<file path="config.mk">
export PLATFORM = sky130hd
export DESIGN_NAME = tinyalu_cmd_issuer
export DESIGN_NICKNAME = d
export VERILOG_FILES = /design/src/rtl/tinyalu_pkg.sv /design/src/rtl/tinyalu_op_fifo.sv /design/src/rtl/tinyalu_cmd_issuer.sv
export SDC_FILE = /design/constraint.sdc
export NUM_CORES = 1
export LEC_CHECK = 0
export ABC_AREA = 1
export CELL_PAD_IN_SITES_DETAIL_PLACEMENT = 1
export CELL_PAD_IN_SITES_GLOBAL_PLACEMENT = 1
export CORE_MARGIN = 5
export CORE_UTILIZATION = 45
export CTS_BUF_LIST = sky130_fd_sc_hd__clkbuf_8 sky130_fd_sc_hd__clkbuf_16
export DETAILED_ROUTE_END_ITERATION = 8
export PLACE_DENSITY_LB_ADDON = 0.1
export SLEW_MARGIN = 15
export SYNTH_ARGS = -nofsm -noshare
export SYNTH_HDL_FRONTEND = slang
export SYNTH_SLANG_ARGS = --single-unit
</file>
<file path="constraint.sdc">
create_clock -name clk -period 6.5 [get_ports clk]
set_clock_uncertainty 0.2 [all_clocks]
set_input_delay 1.3 -clock clk [delete_from_list [all_inputs] [get_ports clk]]
set_output_delay 1.3 -clock clk [all_outputs]
set_load 0.005 [all_outputs]
</file>
<file path="src/rtl/tinyalu_pkg.sv">
// Shared TinyALU definitions: opcode encoding, datapath widths and opcode legality check.
package tinyalu_pkg;

  localparam int unsigned OPCODE_W  = 3;
  localparam int unsigned OPERAND_W = 8;
  localparam int unsigned RESULT_W  = 16;
  // One queued command: {opcode, operand A, operand B}.
  localparam int unsigned CMD_W     = OPCODE_W + 2 * OPERAND_W;

  typedef enum logic [OPCODE_W-1:0] {
    OpNoOp = 3'b000,
    OpAdd  = 3'b001,
    OpAnd  = 3'b010,
    OpXor  = 3'b011,
    OpMul  = 3'b100
  } alu_op_e;

  function automatic logic is_legal_op(input logic [OPCODE_W-1:0] code);
    return code <= OpMul;
  endfunction

endpackage

</file>
<file path="src/rtl/tinyalu_op_fifo.sv">
// Synchronous command FIFO with occupancy count; pushes while full and pops while empty are ignored.
module tinyalu_op_fifo #(
  parameter int unsigned Depth = 4,
  parameter int unsigned Width = 19
) (
  input  logic                   clk_i,
  input  logic                   rst_ni,
  input  logic                   push_i,
  input  logic [Width-1:0]       wdata_i,
  input  logic                   pop_i,
  output logic [Width-1:0]       rdata_o,
  output logic                   full_o,
  output logic                   empty_o,
  output logic [$clog2(Depth):0] count_o
);

  localparam int unsigned AddrW = $clog2(Depth);

  logic [Width-1:0] mem_q [Depth];
  logic [AddrW-1:0] wptr_q;
  logic [AddrW-1:0] rptr_q;
  logic [AddrW:0]   count_q;
  logic             do_push;
  logic             do_pop;

  assign full_o  = (count_q == (AddrW + 1)'(Depth));
  assign empty_o = (count_q == '0);
  assign do_push = push_i & ~full_o;
  assign do_pop  = pop_i & ~empty_o;
  assign rdata_o = mem_q[rptr_q];
  assign count_o = count_q;

  // Depth is a power of two, so the pointers wrap naturally.
  always_ff @(posedge clk_i or negedge rst_ni) begin
    if (!rst_ni) begin
      wptr_q  <= '0;
      rptr_q  <= '0;
      count_q <= '0;
    end else begin
      if (do_push) begin
        wptr_q <= wptr_q + 1'b1;
      end
      if (do_pop) begin
        rptr_q <= rptr_q + 1'b1;
      end
      if (do_push != do_pop) begin
        count_q <= do_push ? count_q + 1'b1 : count_q - 1'b1;
      end
    end
  end

  always_ff @(posedge clk_i) begin
    if (do_push) begin
      mem_q[wptr_q] <= wdata_i;
    end
  end

endmodule

</file>
<file path="src/rtl/tinyalu_cmd_issuer.sv">
// TinyALU command issuer: queues ops, runs the start/done handshake and holds each result on a
// valid/ready stream. Defining TINYALU_ISSUER_TIMEOUT_EN adds a watchdog on the BUSY state.
module tinyalu_cmd_issuer
  import tinyalu_pkg::*;
#(
  parameter int unsigned FIFO_DEPTH     = 4,
  parameter int unsigned TIMEOUT_CYCLES = 15
) (
  input  logic        clk,
  input  logic        reset_n,
  input  logic        op_valid,
  output logic        op_ready,
  input  logic [2:0]  op_code,
  input  logic [7:0]  op_a,
  input  logic [7:0]  op_b,
  output logic        alu_start,
  output logic [2:0]  alu_op,
  output logic [7:0]  alu_a,
  output logic [7:0]  alu_b,
  input  logic        alu_done,
  input  logic [15:0] alu_result,
  output logic        res_valid,
  input  logic        res_ready,
  output logic [15:0] res_data,
  output logic [2:0]  res_op,
  output logic        bad_op,
  output logic        timeout
);

  typedef enum logic [0:0] {StIdle, StBusy} state_e;

  state_e                  state_q;
  logic                    alu_start_q;
  logic [OPCODE_W-1:0]     alu_op_q;
  logic [OPERAND_W-1:0]    alu_a_q;
  logic [OPERAND_W-1:0]    alu_b_q;
  logic                    res_valid_q;
  logic [RESULT_W-1:0]     res_data_q;
  logic [OPCODE_W-1:0]     res_op_q;
  logic                    bad_op_q;

  logic [CMD_W-1:0]        fifo_wdata;
  logic [CMD_W-1:0]        fifo_rdata;
  logic                    fifo_push;
  logic                    fifo_pop;
  logic                    fifo_full;
  logic                    fifo_empty;
  logic [$clog2(FIFO_DEPTH):0] unused_fifo_count;
  logic [OPCODE_W-1:0]     head_op;
  logic [OPERAND_W-1:0]    head_a;
  logic [OPERAND_W-1:0]    head_b;
  logic                    res_free;
  logic                    tmo_expire;

  assign op_ready   = ~fifo_full;
  assign fifo_push  = op_valid & ~fifo_full;
  assign fifo_wdata = {op_code, op_a, op_b};
  assign {head_op, head_a, head_b} = fifo_rdata;

  // The result slot counts as free in the cycle it is being handed off downstream.
  assign res_free = ~res_valid_q | res_ready;
  assign fifo_pop = (state_q == StIdle) & ~fifo_empty & res_free;

  tinyalu_op_fifo #(
    .Depth (FIFO_DEPTH),
    .Width (CMD_W)
  ) u_op_fifo (
    .clk_i   (clk),
    .rst_ni  (reset_n),
    .push_i  (fifo_push),
    .wdata_i (fifo_wdata),
    .pop_i   (fifo_pop),
    .rdata_o (fifo_rdata),
    .full_o  (fifo_full),
    .empty_o (fifo_empty),
    .count_o (unused_fifo_count)
  );

  always_ff @(posedge clk or negedge reset_n) begin
    if (!reset_n) begin
      state_q     <= StIdle;
      alu_start_q <= 1'b0;
      alu_op_q    <= '0;
      alu_a_q     <= '0;
      alu_b_q     <= '0;
      res_valid_q <= 1'b0;
      res_data_q  <= '0;
      res_op_q    <= '0;
      bad_op_q    <= 1'b0;
    end else begin
      bad_op_q <= 1'b0;
      if (res_valid_q && res_ready) begin
        res_valid_q <= 1'b0;
      end
      case (state_q)
        StIdle: begin
          if (fifo_pop) begin
            if (!is_legal_op(head_op)) begin
              bad_op_q <= 1'b1;
            end else if (head_op != OpNoOp) begin
              alu_op_q    <= head_op;
              alu_a_q     <= head_a;
              alu_b_q     <= head_b;
              alu_start_q <= 1'b1;
              state_q     <= StBusy;
            end
          end
        end
        StBusy: begin
          // res_valid_q is always clear here: an op only issues once the slot is free.
          if (alu_done) begin
            res_data_q  <= alu_result;
            res_op_q    <= alu_op_q;
            res_valid_q <= 1'b1;
            alu_start_q <= 1'b0;
            state_q     <= StIdle;
          end else if (tmo_expire) begin
            alu_start_q <= 1'b0;
            state_q     <= StIdle;
          end
        end
        default: state_q <= StIdle;
      endcase
    end
  end

`ifdef TINYALU_ISSUER_TIMEOUT_EN
  localparam int unsigned TmoW = $clog2(TIMEOUT_CYCLES + 1);
  localparam logic [TmoW-1:0] TmoLast = TmoW'(TIMEOUT_CYCLES - 1);

  logic [TmoW-1:0] tmo_cnt_q;
  logic            timeout_q;

  // Expiry on the last allowed BUSY cycle; a done in that same cycle takes priority.
  assign tmo_expire = (state_q == StBusy) & ~alu_done & (tmo_cnt_q == TmoLast);
  assign timeout    = timeout_q;

  always_ff @(posedge clk or negedge reset_n) begin
    if (!reset_n) begin
      tmo_cnt_q <= '0;
      timeout_q <= 1'b0;
    end else begin
      timeout_q <= tmo_expire;
      if (state_q != StBusy) begin
        tmo_cnt_q <= '0;
      end else if (!alu_done) begin
        tmo_cnt_q <= tmo_cnt_q + 1'b1;
      end
    end
  end
`else
  logic unused_timeout_cfg;

  assign tmo_expire         = 1'b0;
  assign timeout            = 1'b0;
  assign unused_timeout_cfg = ^TIMEOUT_CYCLES;
`endif

  assign alu_start = alu_start_q;
  assign alu_op    = alu_op_q;
  assign alu_a     = alu_a_q;
  assign alu_b     = alu_b_q;
  assign res_valid = res_valid_q;
  assign res_data  = res_data_q;
  assign res_op    = res_op_q;
  assign bad_op    = bad_op_q;

endmodule

</file>
==> impl_metrics.csv, run 1 <==
group,metric,value,unit
run_status,status,"completed",
detailed_routing,drt-total-wl,11.7,mm
detailed_routing,ant_nets,0,
detailed_routing,num_vias,3362,
synth,synth_nets,470,
flow_run,cap_violations,0,
cts,numCtsBuffers,17,
synth,synth_edf_count,76,
worst_setup_path,rrSetupSlack,3.35,ns
synth,synthTopCellsByArea,"edfxtp_1, dfrtp_1, nand2_1",
die,die-area,0.0131,mm²
die,fp-row-count,38,
sta,tightest_slew,1.12,ns
cts,insertion_delay,0.51,ns
sta,rsz0062_at_grt,"false",
power,power.leakage,0.00263,µW
synth,synth_top_area_share,46.4,%
sta,min_period,3.27,ns
synth,yosysMostFrequentCell,"nand2_1",
cts,cts_resized,0,
cells_and_area,insertedDiodeCount,0,
place,dp_hpwl,7.33,mm
worst_setup_path,crit_arrival,1.77,ns
synth,ys_seq_area_share,71.3,%
synth,ys_warn_count,0,
sta,finalHoldViolCount,0,
global_route,grt_use_total,19.1,%
synth,syn_area,0.00492,mm²
sta,fin_crit_sh,50.4,%
cells_and_area,final_layout_size_suffix_gt1_share,8.67,%
min_path,hold_class,"register to register",
die,die_h,115,µm
die,coreArea,0.0108,mm²
worst_setup_path,critPathKind,"register to primary output",
global_route,grt_pass1_vias,3696,
global_route,grt_max_degree,50,
synth,syn_inst,423,
synth,ys_seq_elements,125,
cts,clkTransAtPathRegs,0.05,ns
cts,postCtsHoldBufs,0,
sta,drv_slew,0,
worst_setup_path,critPathLaunchType,"register",
cts,cts_tree,"yes",
cells_and_area,fillerInstances,1122,
die,pin_count,83,
sta,whs,0.273,ns
synth,yosysTopAreaCell,"edfxtp_1",
synth,synthArstFlopShare,39.2,%
power,power_density,508,mW/mm²
cts,cts_setup_buffers,0,
detailed_routing,wl_per_cell,17.7,µm
detailed_routing,drtIter0Drc,252,
die,start_util,45.6,%
cells_and_area,synthToLayoutAreaGrowth,28.9,%
sta,setup_viol,0,
cts,clockBufferDepth,2,
sta,finalSetupTns,0,ns
die,die_x,115,µm
cts,clockRootBuffer,"clkbuf_8",
synth,synthDistinctLibCells,31,
global_route,grt-ovfl-total,0,
place,port_buffers,81,
cells_and_area,final_nets,554,
cts,cts.sinks,125,
sta,clock.fmax,0.305,GHz
detailed_routing,vias_per_cell,5.10,
power,vdd_ir_drop_max,0.252,mV
sta,slew_headroom,25.4,%
worst_setup_path,critPathRequiredTime,5.00,ns
synth,ys_top_cells_by_count,"nand2_1, edfxtp_1, dfrtp_1, nor2_1, o21ai_0",
detailed_routing,drc_errors,0,
global_route,grt_antenna_before_repair,0,
synth,synth.avg_cell_area,11.6,µm²
cts,cts.htree.levels,4,
detailed_routing,drt_first_pass_iters,4,
worst_setup_path,worstSetupEndpointType,"primary output",
place,gp_congestion,0.755,
worst_setup_path,worst-path-max-fanout,4,
synth,synthFlopType,"edfxtp_1",
global_route,grt_pass1_wl,18.9,mm
stage by stage:
step	util, %	area (µm²)	std cells	power [µW]	setup WS [ns]
6_report	58.7	6340	659	3220	3.23
5_1_grt	58.7	6340	659	3450	3.07
4_1_cts	58.7	6330	659	3260	3.19
3_5_place_dp	53.9	5820	628	2430	2.84
3_3_place_gp	53.9	5820	628	2350	2.99
2_1_floorplan	-	4920	423	1930	3.65
layout by cell type, fill, tap and decap left out, types with 2 or more instances in the layout:
cell and instances:
clkinv_2 6, clkdlybuf4s50_1 80, inv_2 3, buf_4 2, ha_1 6, nand2_1 128, nor2_1 39, clkbuf_16 16
o21ai_0 36, o22ai_1 16, xor2_1 2, nand2_2 3, nor2_2 3, o211ai_1 4, edfxtp_1 76, dfrtp_1 49
a21oi_1 3, clkinv_1 2, clkbuf_8 2, o21ai_2 2, inv_1 23, nand3_1 4
layer usage:
metal	global-route usage (%)	wire length, µm	vias up
met1	22.6	4980	1670
met5	0	0	-
met4	5.54	106	0
met3	5.23	564	10
met2	33.9	6030	94
li1	-	-	1588
power breakdown:
| group | internal, µW | switching (µW) | leakage (µW) |
|---|---|---|---|
| Sequential | 1100 | 129 | 0.00130 |
| Combinational | 470 | 699 | 0.00106 |
| Clock | 502 | 314 | 0.000272 |
| Total | 2080 | 1140 | 0.00263 |
kinds of logic after synthesis:
logic type / synth area share (%)
and+or+nand+nor: 14.8
DFF: 71.3
AOI/OAI and AO/OA: 7.56
buffers and inverters: 3.97
adders and majority gates: 1.93
xor gates and xnor gates: 0.356
other: 0.0763
critical path, stage by stage (launching register included):
cell and delay [ns]:
dfrtp_1 0.42, nor2_1 0.20, nand2_1 0.16, clkdlybuf4s50_1 0.48
path summary, 6_finish.rpt:
kind                                      start           end  cells after the start
setup / recovery           u_op_fifo.count_o[0]      op_ready                      3
hold reg to reg                    res_data[11]  res_data[11]                      2
max in group asynchronous               reset_n   res_data[5]                      2
hold / removal                     res_data[11]  res_data[11]                      2
setup reg to reg            u_op_fifo.rptr_q[1]      alu_b[2]                     11
min in group asynchronous               reset_n  res_data[12]                      2
area by class of cell:
| cell class | instances | area, µm² | share of cell area, % |
|---|---|---|---|
| clock buffers | 18 | 428 | 6.75 |
| well taps | 140 | 175 | 2.76 |
| flip-flops and latches | 125 | 3510 | 55.3 |
| multi-input cells | 256 | 1230 | 19.4 |
| clock inverters | 13 | 86.3 | 1.36 |
| inverters | 24 | 92.6 | 1.46 |
| repair buffers | 83 | 821 | 12.9 |
state kept, by name, summed over array words and instances (netlist names):
register / cells
res_op: 3
state_q: 1
u_op_fifo.wptr_q: 2
alu_op: 3
u_op_fifo.count_o: 3
alu_b: 8
u_op_fifo.mem_q: 76
res_data: 16
bad_op: 1
alu_start: 1
res_valid: 1
u_op_fifo.rptr_q: 2
alu_a: 8
Note: power is estimated with default switching activity, not from simulation.
==> inputs of run 2 (changes only) <==
CORE_UTILIZATION = 42   (was 45)
clock period = 3.34 ns   (was 6.5 ns; I/O delays follow)
==> run 2 against run 1 <==
Total power rose by 100%. Setup slack worse by 2.7 ns. Utilization is 2.4 points lower. Non-clock buffer count rose by 7.
==> impl_metrics.csv, run 2 (synthesized netlist as in run 1, its figures left out) <==
group,metric,value,unit
cells_and_area,largest_reg_flops,76,
die,coreArea,0.0115,mm²
global_route,grt_antenna_before_repair,0,
worst_setup_path,critPathTopFamily,"flip-flops",
global_route,grt_max_degree,35,
power,power.leakage,0.00270,µW
worst_setup_path,reg2reg_depth,11,
cts,cts.sinks,125,
detailed_routing,num_vias,3344,
die,die-area,0.0140,mm²
power,p_comb_share,35.1,%
place,placed_area,0.00588,mm²
power,p_sw,2210,µW
power,power_density,1010,mW/mm²
cts,cts.htree.levels,4,
global_route,grt_pass1_vias,3671,
cells_and_area,synthToLayoutAreaGrowth,31.5,%
sta,min_period,2.84,ns
place,port_buffers,81,
cts,clockBufferDepth,2,
sta,finalHoldViolCount,0,
worst_setup_path,critPathSlowestCell,"dfrtp_1",
cells_and_area,insertedDiodeCount,0,
cts,insertion_delay,0.40,ns
worst_setup_path,cp_cell_sequence,"inv_2 > a21oi_1 > o21ai_0 > nand2_1 > inv_1 > ha_1 > inv_1 > nor2_8 > inv_4 > nand2_1 > o21ai_2",
worst_setup_path,cp.depth,11,
cells_and_area,final_layout_size_suffix_gt1_share,10.1,%
run_status,status,"completed",
cells_and_area,regMostFlops,"u_op_fifo.mem_q",
detailed_routing,drt-total-wl,11.6,mm
cells_and_area,fin_util,56.4,%
cts,postCtsHoldBufs,0,
sta,fin_crit_sh,84.9,%
die,die_x,118,µm
cts,cts_setup_buffers,0,
power,pwr-share-seq,37.0,%
global_route,grt-ovfl-total,0,
worst_setup_path,slowest_delay,0.91,ns
global_route,grt_pass1_wl,19.3,mm
worst_setup_path,worst-path-max-fanout,27,
detailed_routing,drtIter0Drc,142,
die,pin_count,83,
sta,finalSetupTns,0,ns
cells_and_area,design_area,0.00647,mm²
cts,clockRootBuffer,"clkbuf_16",
cells_and_area,final_nets,561,
detailed_routing,drc_errors,0,
sta,setup_viol,0,
detailed_routing,ant_nets,0,
sta,whs,0.172,ns
place,dp_hpwl,7.14,mm
cells_and_area,layout_commonest_cell,"nand2_1",
detailed_routing,drt_first_pass_iters,4,
power,clkPwrFrac,27.9,%
cts,cts_tree,"yes",
cts,clkTransAtPathRegs,0.05,ns
sta,rsz0062_at_grt,"false",
sta,slew_headroom,41.8,%
global_route,grt_use_total,17.5,%
worst_setup_path,critPathRequiredTime,3.43,ns
cts,numCtsBuffers,17,
power,internal_power,4290,µW
power,vdd_ir_drop_max,0.420,mV
min_path,hold_class,"input port to async pin",
detailed_routing,wl_per_cell,17.3,µm
die,die_h,118,µm
place,gp_congestion,0.721,
detailed_routing,vias_per_cell,4.99,
cts,cts_resized,0,
worst_setup_path,critPathLaunchType,"register",
worst_setup_path,crit_arrival,2.93,ns
die,fp-row-count,39,
worst_setup_path,worstSetupEndpointType,"register",
cells_and_area,layout_common_cells,"nand2_1, clkdlybuf4s50_1, edfxtp_1",
worst_setup_path,critPathBufInv,4,
sta,drv_slew,0,
flow_run,cap_violations,0,
sta,tightest_slew,0.872,ns
die,start_util,42.9,%
sta,clock.fmax,0.353,GHz
power,switching_share,34.1,%
worst_setup_path,critPathKind,"register to register",
-- run 2: cell types whose count changed in the layout (fill, tap and decap cells not counted), sizes merged --
cell / change
inv: +1
buf: +7
clkbuf: +1
clkinv: -3
bufinv: +2
-- run 2: final cells by class --
| cell class | count | area (µm²) |
|---|---|---|
| Tap cell | 143 | 179 |
| Inverter | 24 | 92.6 |
| Sequential cell | 125 | 3510 |
| Fill cell | 1250 | 5000 |
| Timing Repair Buffer | 90 | 873 |
| Clock inverter | 13 | 136 |
| Clock buffer | 19 | 453 |
| Multi-Input combinational cell | 256 | 1220 |
-- run 2: path summary, 6_finish.rpt --
path,start,endpoint,slack [ns]
setup / recovery,u_op_fifo.rptr_q[0],alu_op[0],0.50
hold / removal,reset_n,res_data[10],0.17
setup reg to reg,u_op_fifo.rptr_q[0],alu_op[0],0.50
hold reg to reg,res_data[10],res_data[10],0.28
max in group asynchronous,reset_n,u_op_fifo.count_o[1],2.02
min in group clk,res_data[10],res_data[10],0.28
-- run 2: routing by layer --
metal	vias up	track usage, %	share of wire (%)
met1	1645	21.3	43
met4	0	5.52	0.70
met5	-	0	0
met3	6	5.11	4.7
li1	1602	-	-
met2	91	30.2	51
-- run 2: metrics by stage --
step,power [µW],setup slack [ns],instances
after floorplan,3750,1.12,423
after global placement,4620,0.668,638
after detailed placement,4740,0.513,638
after CTS,6600,0.474,670
after global routing,6970,0.193,670
final,6500,0.503,670
-- run 2: power groups by stage --
stage	combinational [µW]	sequential, µW	clock, µW
global route	2580	2460	1930
finish	2280	2400	1810
global placement	2210	2410	0
floorplan	1380	2370	0
CTS	2340	2410	1850
detailed placement	2310	2430	0
-- run 2: worst reg2reg max path, delay by kind of cell (launching register included) --
kind | cells | cell delay (ns)
AO/OA/AOI/OAI | 3 | 0.30
adder cells (fa/ha/maj) | 1 | 0.27
buffers and inverters | 4 | 0.47
flip-flops | 1 | 0.91
AND/OR/NAND/NOR | 3 | 0.57
==> inputs of run 3 (changes only) <==
CORE_UTILIZATION = 38   (was 42)
clock period = 2.5 ns   (was 3.34 ns; I/O delays follow)
==> run 3 against run 2 <==
Cell count up 5.2%. Setup slack got worse by 0.36 ns. Clock-buffer cell count grew 1. Combinational power up 41%. Total power grew 39%. Utilization down 3.7 points. First-iteration DRC count is 2.8% lower. Clock power increased by 46%. Die area up 9.6%. Flip-flop and latch count stayed put. Critical path type is now register to primary output. Largest power group is now combinational cells.
==> impl_metrics.csv, run 3 (synthesized netlist as in run 1, its figures left out) <==
group,metric,value,unit
run_status,status,"completed",
sta,min_period,2.36,ns
power,finalPower,9060,µW
cts,cts.sinks,125,
cells_and_area,synthToLayoutAreaGrowth,35.7,%
worst_setup_path,worstSetupEndpointType,"primary output",
power,switching_share,33.0,%
cts,clockBufferDepth,2,
cells_and_area,fillerInstances,1361,
global_route,grt_max_degree,31,
cells_and_area,final_layout_size_suffix_gt1_share,11.1,%
detailed_routing,drt-total-wl,11.9,mm
sta,setup_slack,0.141,ns
worst_setup_path,slowest_delay,0.48,ns
sta,tightest_slew,0.530,ns
sta,clock.fmax,0.424,GHz
worst_setup_path,critPathSlowestCell,"clkdlybuf4s50_1",
die,die_x,124,µm
worst_setup_path,worst-path-max-fanout,4,
die,pin_count,83,
place,dp_hpwl,7.81,mm
power,p_sw,2990,µW
cts,insertion_delay,0.41,ns
sta,finalHoldViolCount,0,
cells_and_area,largest_reg_flops,76,
cells_and_area,layout_common_cells,"nand2_1, clkdlybuf4s50_1, edfxtp_1",
power,power.leakage,0.00277,µW
die,coreArea,0.0127,mm²
place,port_buffers,81,
global_route,grt_pass1_vias,3827,
worst_setup_path,critPathRequiredTime,1.80,ns
flow_run,cap_violations,0,
min_path,hold_class,"register to register",
detailed_routing,ant_nets,0,
die,die_h,124,µm
sta,setup_viol,0,
power,pwr-share-seq,35.2,%
worst_setup_path,cp_cell_sequence,"nor2_1 > nand2_1 > clkdlybuf4s50_1",
detailed_routing,wl_per_cell,16.9,µm
power,clkPwrFrac,29.2,%
die,die-area,0.0153,mm²
detailed_routing,vias_per_cell,4.82,
power,power_density,1360,mW/mm²
detailed_routing,drt_first_pass_iters,4,
global_route,grt_antenna_before_repair,0,
sta,fin_crit_sh,94.4,%
detailed_routing,num_vias,3395,
detailed_routing,drtIter0Drc,138,
cts,cts_setup_buffers,0,
detailed_routing,drc_errors,0,
cts,clkTransAtPathRegs,0.05,ns
die,fp-row-count,41,
die,start_util,38.8,%
cts,cts_tree,"yes",
worst_setup_path,crit_arrival,1.66,ns
cts,clockRootBuffer,"clkbuf_16",
power,internal_power,6070,µW
sta,drv_slew,0,
worst_setup_path,critPathLaunchType,"register",
cts,cts.htree.levels,4,
cells_and_area,insertedDiodeCount,0,
global_route,grt-ovfl-total,0,
cells_and_area,final_nets,568,
sta,finalSetupTns,0,ns
cells_and_area,layout_commonest_cell,"nand2_1",
global_route,grt_pass1_wl,19.0,mm
sta,whs,0.279,ns
power,p_comb_share,35.5,%
sta,slew_headroom,64.5,%
cts,numCtsBuffers,17,
worst_setup_path,critPathKind,"register to primary output",
place,gp_congestion,0.745,
place,pre_cts_slack,0.140,ns
power,vdd_ir_drop_max,0.588,mV
global_route,grt_use_total,16.7,%
sta,rsz0062_at_grt,"false",
cells_and_area,regMostFlops,"u_op_fifo.mem_q",
run 3: per-layer routing:
layer  global-route usage, %  vias up  wire length [µm]
met5                       0        -                 0
met4                    6.85        0               180
met3                    4.77       10               588
met2                    29.3       75              6050
met1                    19.2     1689              5100
li1                        -     1621                 -
run 3: worst paths after layout:
| path | from | endpoint | slack [ns] | cells after the start |
|---|---|---|---|---|
| worst min register to register | res_data[3] | res_data[3] | 0.28 | 2 |
| worst min-delay path | res_data[3] | res_data[3] | 0.28 | 2 |
| max in group asynchronous | reset_n | u_op_fifo.rptr_q[0] | 1.15 | 3 |
| worst max register to register | u_op_fifo.rptr_q[0] | state_q | 0.24 | 11 |
| min in group asynchronous | reset_n | res_data[9] | 0.39 | 2 |
| worst max-delay path | u_op_fifo.count_o[0] | op_ready | 0.14 | 3 |
run 3: timing repair:
item	CTS	global route
endpoints found under the setup margin	0	3
resized for setup	0	1
hold buffers	1	0
hold endpoints to repair	19	0
run 3: stage by stage:
step                      std cells  cell area (µm²)  utilization, %
after floorplan                 423             4920               -
after global placement          673             6020            47.5
after detailed placement        673             6020            47.5
after CTS                       705             6670            52.7
after global routing            705             6670            52.7
final                           705             6670            52.7
run 3: worst max-delay path: cells and delay by family, from the launching register on:
kind	cells	cell delay [ns]
and+or+nand+nor	2	0.36
buffers and inverters	1	0.48
DFF	1	0.42
run 3: cell type report:
cell class,count,area [µm²],share of cell area [%]
clock buffer,20,467,6.99
clock inverter,11,174,2.61
inverter,24,92.6,1.39
multi-input combinational,256,1220,18.3
sequential,125,3510,52.6
tap,172,215,3.23
timing repair buffer,97,991,14.9
run 3: power by group through the flow:
stage               Clock, µW  Combinational (µW)  Sequential, µW
floorplan                   0                1840            3170
global placement            0                3160            3200
detailed placement          0                3280            3230
CTS                      2700                3330            3200
global route             2800                3650            3260
finish                   2650                3220            3190
